**src/rtl/lo_hi_muldiv_unit.sv**
```systemverilog
// lo_hi_muldiv_unit: iterative radix-2 multiply/divide unit that owns the
// LO/HI architectural registers. Signed operations run on operand magnitudes
// and apply the sign correction in a final FIX cycle. MTLO/MTHI writes land
// on the next edge in any state, but a FIX write on the same edge takes priority.
module lo_hi_muldiv_unit #(
    parameter int WIDTH = 32
) (
    input  logic             clk,
    input  logic             reset,
    input  logic             StartE,
    input  logic [1:0]       OpE,
    input  logic [WIDTH-1:0] SrcAE,
    input  logic [WIDTH-1:0] SrcBE,
    input  logic             MtloW,
    input  logic             MthiW,
    input  logic [WIDTH-1:0] WriteDataW,
    output logic             Busy,
    output logic             Done,
    output logic             DivByZero,
    output logic [WIDTH-1:0] LoOut,
    output logic [WIDTH-1:0] HiOut
);

    localparam int CW = (WIDTH > 1) ? $clog2(WIDTH) : 1;

    typedef enum logic [1:0] {
        S_IDLE = 2'd0,
        S_RUN  = 2'd1,
        S_FIX  = 2'd2
    } state_t;

    // Two's-complement negation helpers
    function automatic logic [WIDTH-1:0] neg_w(input logic [WIDTH-1:0] v);
        return ~v + {{(WIDTH-1){1'b0}}, 1'b1};
    endfunction

    function automatic logic [2*WIDTH-1:0] neg_2w(input logic [2*WIDTH-1:0] v);
        return ~v + {{(2*WIDTH-1){1'b0}}, 1'b1};
    endfunction

    state_t             state_q;
    logic [CW-1:0]      count_q;
    logic [2*WIDTH-1:0] acc_q;      // mul: {partial, multiplier}; div: {remainder, dividend/quotient}
    logic [WIDTH-1:0]   opnd_q;     // mul: |multiplicand|; div: |divisor|
    logic               is_div_q;
    logic               sign_a_q;
    logic               sign_b_q;
    logic               b_zero_q;
    logic [WIDTH-1:0]   lo_q;
    logic [WIDTH-1:0]   hi_q;
    logic               busy_q;
    logic               done_q;
    logic               dbz_q;

    logic               a_neg_s;
    logic               b_neg_s;
    logic [WIDTH-1:0]   a_mag_s;
    logic [WIDTH-1:0]   b_mag_s;
    logic [WIDTH:0]     sum_s;
    logic [WIDTH:0]     rem_sh_s;
    logic [WIDTH:0]     diff_s;
    logic [2*WIDTH-1:0] acc_d;
    logic [2*WIDTH-1:0] prod_s;
    logic [WIDTH-1:0]   fix_lo_s;
    logic [WIDTH-1:0]   fix_hi_s;

    // Operand magnitudes at launch, one iteration step, and sign-corrected results
    always_comb begin
        a_neg_s  = ~OpE[0] & SrcAE[WIDTH-1];
        b_neg_s  = ~OpE[0] & SrcBE[WIDTH-1];
        a_mag_s  = a_neg_s ? neg_w(SrcAE) : SrcAE;
        b_mag_s  = b_neg_s ? neg_w(SrcBE) : SrcBE;

        sum_s    = {1'b0, acc_q[2*WIDTH-1:WIDTH]} + {1'b0, opnd_q};
        rem_sh_s = {acc_q[2*WIDTH-1:WIDTH], acc_q[WIDTH-1]};
        diff_s   = rem_sh_s - {1'b0, opnd_q};
        acc_d    = acc_q;
        if (is_div_q) begin
            if (rem_sh_s >= {1'b0, opnd_q}) begin
                acc_d = {diff_s[WIDTH-1:0], acc_q[WIDTH-2:0], 1'b1};
            end else begin
                acc_d = {rem_sh_s[WIDTH-1:0], acc_q[WIDTH-2:0], 1'b0};
            end
        end else begin
            if (acc_q[0]) begin
                acc_d = {sum_s, acc_q[WIDTH-1:1]};
            end else begin
                acc_d = {1'b0, acc_q[2*WIDTH-1:1]};
            end
        end

        prod_s   = (sign_a_q ^ sign_b_q) ? neg_2w(acc_q) : acc_q;
        fix_lo_s = prod_s[WIDTH-1:0];
        fix_hi_s = prod_s[2*WIDTH-1:WIDTH];
        if (is_div_q) begin
            // A zero divisor leaves |A| as remainder, so the sign fix restores SrcAE
            fix_hi_s = sign_a_q ? neg_w(acc_q[2*WIDTH-1:WIDTH]) : acc_q[2*WIDTH-1:WIDTH];
            if (b_zero_q) begin
                fix_lo_s = {WIDTH{1'b1}};
            end else if (sign_a_q ^ sign_b_q) begin
                fix_lo_s = neg_w(acc_q[WIDTH-1:0]);
            end else begin
                fix_lo_s = acc_q[WIDTH-1:0];
            end
        end else begin
            fix_lo_s = prod_s[WIDTH-1:0];
        end
    end

    // Control FSM, iteration datapath and LO/HI registers with FIX-over-MT priority
    always_ff @(posedge clk or posedge reset) begin
        if (reset) begin
            state_q  <= S_IDLE;
            count_q  <= {CW{1'b0}};
            acc_q    <= {(2*WIDTH){1'b0}};
            opnd_q   <= {WIDTH{1'b0}};
            is_div_q <= 1'b0;
            sign_a_q <= 1'b0;
            sign_b_q <= 1'b0;
            b_zero_q <= 1'b0;
            lo_q     <= {WIDTH{1'b0}};
            hi_q     <= {WIDTH{1'b0}};
            busy_q   <= 1'b0;
            done_q   <= 1'b0;
            dbz_q    <= 1'b0;
        end else begin
            done_q <= 1'b0;
            if (MtloW) begin
                lo_q <= WriteDataW;
            end
            if (MthiW) begin
                hi_q <= WriteDataW;
            end
            case (state_q)
                S_IDLE: begin
                    if (StartE) begin
                        is_div_q <= OpE[1];
                        sign_a_q <= a_neg_s;
                        sign_b_q <= b_neg_s;
                        b_zero_q <= (SrcBE == {WIDTH{1'b0}});
                        opnd_q   <= OpE[1] ? b_mag_s : a_mag_s;
                        acc_q    <= {{WIDTH{1'b0}}, (OpE[1] ? a_mag_s : b_mag_s)};
                        count_q  <= CW'(WIDTH - 1);
                        dbz_q    <= 1'b0;
                        busy_q   <= 1'b1;
                        state_q  <= S_RUN;
                    end
                end
                S_RUN: begin
                    acc_q   <= acc_d;
                    count_q <= count_q - {{(CW-1){1'b0}}, 1'b1};
                    if (count_q == {CW{1'b0}}) begin
                        state_q <= S_FIX;
                    end
                end
                S_FIX: begin
                    lo_q    <= fix_lo_s;
                    hi_q    <= fix_hi_s;
                    done_q  <= 1'b1;
                    dbz_q   <= is_div_q & b_zero_q;
                    busy_q  <= 1'b0;
                    state_q <= S_IDLE;
                end
                default: begin
                    busy_q  <= 1'b0;
                    state_q <= S_IDLE;
                end
            endcase
        end
    end

    assign Busy      = busy_q;
    assign Done      = done_q;
    assign DivByZero = dbz_q;
    assign LoOut     = lo_q;
    assign HiOut     = hi_q;

endmodule

```
**config.mk**
```make
export PLATFORM = sky130hd
export DESIGN_NAME = lo_hi_muldiv_unit
export DESIGN_NICKNAME = d
export VERILOG_FILES = /design/src/rtl/lo_hi_muldiv_unit.sv
export SDC_FILE = /design/constraint.sdc
export NUM_CORES = 1
export LEC_CHECK = 0
export ABC_AREA = 0
export CAP_MARGIN = 10
export CORE_MARGIN = 10
export CORE_UTILIZATION = 40
export DETAILED_ROUTE_END_ITERATION = 10
export PLACE_DENSITY = 0.68
export SYNTH_ARGS = -nofsm -noshare
export SYNTH_HDL_FRONTEND = slang
export SYNTH_SLANG_ARGS = --single-unit
```
**constraint.sdc**
```tcl
create_clock -name clk -period 6.3 [get_ports clk]
set_input_delay 1.575 -clock clk [delete_from_list [all_inputs] [get_ports clk]]
set_output_delay 1.575 -clock clk [all_outputs]
set_load 0.05 [all_outputs]
```
======== Yosys cells after proc, flatten, opt, wreduce, memory -nomap -nowiden ========
Cells that the tools add are included.
storage, ports and cells
  output and inout bits ................... 67
  logic and storage cells ................. 78
  register bits after elaboration ......... 174
  input bits .............................. 103
operators by class
  add/subtract/negate cells ............... 8
  $lt $le $gt $ge ......................... 1
  reduce and logical (&&, ||, !) cells .... 12
  bitwise logic cells ..................... 11
  eq/ne operators ......................... 4
  multiplexer cells ....................... 29
operator list
  cell                                               number
  two-way mux 32 bit                                 13
  two-way mux 64 bit                                 5
  adder 32 x 1 -> 32 bit (second input constant)     4
  NOT 32 bit                                         4
  case mux 64 bit (2 select lines)                   1
  adder 64 x 1 -> 64 bit (second input constant)     1
  NOT 64 bit                                         1
  adder 32 x 32 -> 33 bit                            1
  >= comparator 33 x 32 -> 1 bit                     1
  zero test 32 bit                                   1
  subtractor 32 bit                                  1
  case mux 5 bit (2 select lines)                    1
  AND reduction 2 bit                                5
  nonzero test 2 bit                                 4
  zero test 5 bit                                    1
  two-way mux 5 bit                                  1
  subtractor 5 x 1 -> 5 bit (second input constant)  1
  two-way mux 2 bit                                  2
  inequality test 2 bit (second input constant)      2
  case mux 1 bit (2 select lines)                    2
  case mux 2 bit (2 select lines)                    1
  bitwise AND 1 bit                                  3
  two-way mux 1 bit                                  3
  == test 2 x 1 -> 1 bit (second input constant)     1
  other kinds (4)                                    5

======== Depth between registers and ports, before layout ========
  word-level depth ........................ 6
  depth in mapped cells ................... 14

======== Worst setup path before layout ========
OpenSTA, ideal clock, no wires.
  path type ............................... input to register
  start ................................... in SrcAE[9]
  end ..................................... reg opnd_q[29]
  arrival ................................. 3.635 ns
  setup slack ............................. 2.540 ns
  stages .................................. 9
  buffers on the path ..................... 0
  cell sequence ........................... nor4_2 nand2_1 or4_1 nor3_2 nor3b_2 a21oi_1 xnor2_1 o21ai_1 mux2_2
between the ends
  longest elaborated chain between the ends .. 4
ends and longest elaborated chain
  item                    line  text
  start, declared         12    input logic [WIDTH-1:0] SrcAE,
  NOT 32 bit              34    return ~v + {{(WIDTH-1){1'b0}}, 1'b1};
  adder 32 x 1 -> 32 bit  34
  two-way mux 32 bit      71    a_mag_s = a_neg_s ? neg_w(SrcAE) : SrcAE;
  two-way mux 32 bit      141   opnd_q <= OpE[1] ? b_mag_s : a_mag_s;
  end signal, assigned    116   opnd_q <= {WIDTH{1'b0}};
  end signal, assigned    141
  end, declared           44    logic [WIDTH-1:0] opnd_q;
Every way passes these cells.
A chain may end at the register's enable or synchronous reset.

======== Final worst setup path ========
  start ................................... reg acc_q[39]
  end ..................................... reg acc_q[39]
between the ends
  longest elaborated chain between the ends .. 4
  elaborated cells on any way between the ends .. 6
ends and longest elaborated chain
  item                                                                       line    text
  start, declared                                                            43      logic [2*WIDTH-1:0] acc_q;
  start signal, assigned                                                     115     acc_q <= {(2*WIDTH){1'b0}};
  start signal, assigned                                                     142     acc_q <= {{WIDTH{1'b0}}, (OpE[1] ? a_mag_s : b_mag_s)};
  adder 32 x 32 -> 33 bit or >= comparator 33 x 32 -> 1 bit (tied branches)  74, 79
  two-way mux 64 bit, on equally long branches                               85, 79
  two-way mux 64 bit *                                                       78      if (is_div_q) begin
  case mux 64 bit (2 select lines) *                                         134     case (state_q)
Mark *: on every way between the ends. The rest lies on a longest branch, timed or not.

==> impl_metrics.toml <==
[status]
status = "completed"

[routing]
wl_met2_um = 24200
drt_iter0_markers = 1507
antenna_left = 0
route.met3.wl_um = 4450
drt_wl_total_um = 53100
wl_met1_um = 23300
num_vias = 14674
drc = 0
top_layer_used = "met4"
drt_first_pass_iters = 6
wl_per_cell_um = 21.9
viasPerCell = 6.03

[clocking]
cts-root-buf = "clkbuf_16"
insertion_delay_ns = 0.46
tritoncts = "yes"
h-tree-depth = 4
clock_path_buffers = 2
postCtsSetupRepairBufs = 0
ctsHoldBuffers = 0
clock-sinks = 174
cts.repair.resized = 0
clk_pin_slew_ns = 0.08
cts-buffers-inserted = 17

[place]
post-dp-hpwl_um = 40600
io_buffers = 169
place.gp.congestion = 1.03

[yosys]
synth_top_area_share_pct = 29.2
synth_area_um2 = 14900
ys_seq_elements = 174
synth.largest_area_cell = "dfrtp_1"
seq_area_frac_synth_pct = 29.2
yosys_warnings = 0
netlist_instances = 1860
avgSynthCellArea_um2 = 8.03
ys_types = 77
synth_edf_count = 0
synth-main-ff-cell = "dfrtp_1"
synth_nets = 2035
synthTopCellsByArea = "dfrtp_1 29%, mux2i_1 7.8%, o21ai_0 6.8%, ha_1 5.9%, xnor2_1 5.0%"
async_flop_share_pct = 100

[floorplan]
fp.coreArea_um2 = 36700
dieArea_um2 = 45500
io_pins = 170
row_count = 70
start_util_pct = 40.7
dieWidth_um = 213
die_h_um = 213

[min_path]
hold_path.class = "register to register"
min_path_cells = 1

[setup_path]
critical-path-top-delay-family = "compound AO/OA/AOI/OAI gates"
worst_setup_path_end_kind = "register"
crit_cells = 12
required_ns = 6.64
slowest_delay_ns = 0.81
cp.arrival_ns = 4.65
r2r_cells = 12
critical_path_class = "register to register"
path_max_fanout = 37
regToRegSetupSlack_ns = 1.99
cp_slowest_cell = "o22ai_4"
crit_chain = "ha_1 -> nand2_1 -> nor2_1 -> o41ai_1 -> a31oi_2 -> a21oi_2 -> o31ai_4 -> o22ai_4 -> buf_4 -> mux2i_1 -> a21oi_1 -> a22o_1"
cp_num_buf_inv = 1
cp-start-kind = "register"

[global_routing]
grtUsageTotal_pct = 22.8
grt_pass1_vias = 13888
antenna_found_initial = 0
overflow = 0
grt_pass1_wl_um = 81300
grt_max_degree = 97

[timing]
fmax_mhz = 232
drv_slew = 0
finalCriticalPeriod_ns = 4.31
finalHoldViolCount = 0
skew_ns = 0.0169
setup_tns_ns = 0
timing.final.crit_share_pct = 68.4
setup_viol = 0
relSlewSlack_pct = 24.0
tightest_slew_ns = 1.14
rsz0062_at_grt = "false"

[flow_run]
maxCapViolations = 0

[final_layout]
drive_above_1_share_pct = 4.33
nets = 2126
fill_cells = 3557
final_cell_mix = "203 x o21ai_0, 179 x nand2_1, 173 x dfrtp_1"
final_common_cell = "o21ai_0"
antenna_cells = 0
areaGrowthSynthToFinish_pct = 17.5
multiInputGateArea_um2 = 9880
layout.area.seq_um2 = 4360

[pwr]
peakVddDrop_mv = 0.332
power_mw = 10.5
pwr_density_cell_nw_per_um2 = 596
p_leak_nw = 7.22
## worst paths after layout
| kind | startpoint | end |
|---|---|---|
| min in group asynchronous | reset | Done |
| max | acc_q[39] | acc_q[39] |
| max in group asynchronous | reset | opnd_q[16] |
| min reg2reg | count_q[0] | count_q[0] |
| min | count_q[0] | count_q[0] |
| max reg2reg | acc_q[39] | acc_q[39] |
## worst reg2reg max path, cell delays in order (launching register included)
cell     delay, ns
dfrtp_1       0.53
ha_1          0.43
nand2_1       0.13
nor2_1        0.06
o41ai_1       0.57
a31oi_2       0.20
a21oi_2       0.33
o31ai_4       0.15
o22ai_4       0.81
buf_4         0.39
mux2i_1       0.29
a21oi_1       0.10
a22o_1        0.21
## metal layers
layer,global-route usage [%],up-vias
met1,31.4,7045
met4,6.06,0
li1,-,6935
met5,0,-
met2,36.3,619
met3,3.86,75
## sequential cells by signal, indices dropped and copies added (netlist names)
register / count
HiOut: 32
count_q: 5
opnd_q: 32
Done: 1
Busy: 1
is_div_q: 1
DivByZero: 1
LoOut: 32
acc_q: 64
sign_a_q: 1
sign_b_q: 1
state_q: 2
b_zero_q: 1
## cells by family (layout without fill, tap and decap cells)
| logic type | count (synthesis) | after routing | share of synthesized area [%] |
|---|---|---|---|
| buffers and inverters | 188 | 292 | 4.77 |
| AOI/OAI and AO/OA | 634 | 634 | 26.5 |
| muxes | 120 | 120 | 8.08 |
| and+or+nand+nor | 507 | 507 | 15.7 |
| DFF | 174 | 174 | 29.2 |
| xor gates and xnor gates | 165 | 165 | 9.68 |
| adders and majority gates | 72 | 72 | 6.13 |
## synth_stat cells, types with 7 or more instances
cell type / number
o21ai_1: 27
nand4_1: 8
a32oi_1: 8
a31oi_1: 51
dfrtp_1: 174
nor2_1: 152
nor2b_1: 18
o21ai_0: 203
xnor2_1: 86
nor4_1: 11
a211oi_1: 25
buf_1: 11
nand2b_1: 16
nand2_1: 180
a21o_1: 20
o31ai_1: 18
o21a_1: 10
o21bai_1: 9
and2_1: 7
a21oi_1: 134
o211ai_1: 30
xor2_1: 79
or3_1: 24
o41ai_1: 11
mux2i_1: 116
ha_1: 70
nor3_1: 40
a32o_1: 9
inv_1: 69
clkbuf_1: 101
nand3_1: 19
a22oi_1: 29
## cell type report
| cell class | count | share of cell area (%) |
|---|---|---|
| Multi-Input combinational cell | 1498 | 56.3 |
| Sequential cell | 174 | 24.8 |
| Timing Repair Buffer | 189 | 10.5 |
| Tap cell | 468 | 3.34 |
| Clock buffer | 19 | 2.52 |
| Inverter | 71 | 1.55 |
| Clock inverter | 13 | 0.977 |
## through the flow
| step | cell area [µm²] | setup WS [ns] | hold slack [ns] | utilization (%) | cells |
|---|---|---|---|---|---|
| floorplan | 14900 | 0.00815 | 0.469 | - | 1860 |
| global placement | 16900 | 1.63 | 0.493 | 46.1 | 2400 |
| detailed placement | 16900 | 1.58 | 0.499 | 46.1 | 2400 |
| CTS | 17500 | 2.04 | 0.514 | 47.8 | 2432 |
| finish | 17500 | 1.99 | 0.525 | 47.8 | 2432 |
| global route | 17500 | 1.78 | 0.547 | 47.8 | 2432 |
## where the power goes
part | leakage [nW] | switching (mW) | internal [mW]
clock | 0.295 | 0.514 | 0.613
combinational | 4.85 | 4.08 | 2.86
sequential | 2.08 | 0.881 | 1.52
(Power assumes the default switching activity.)
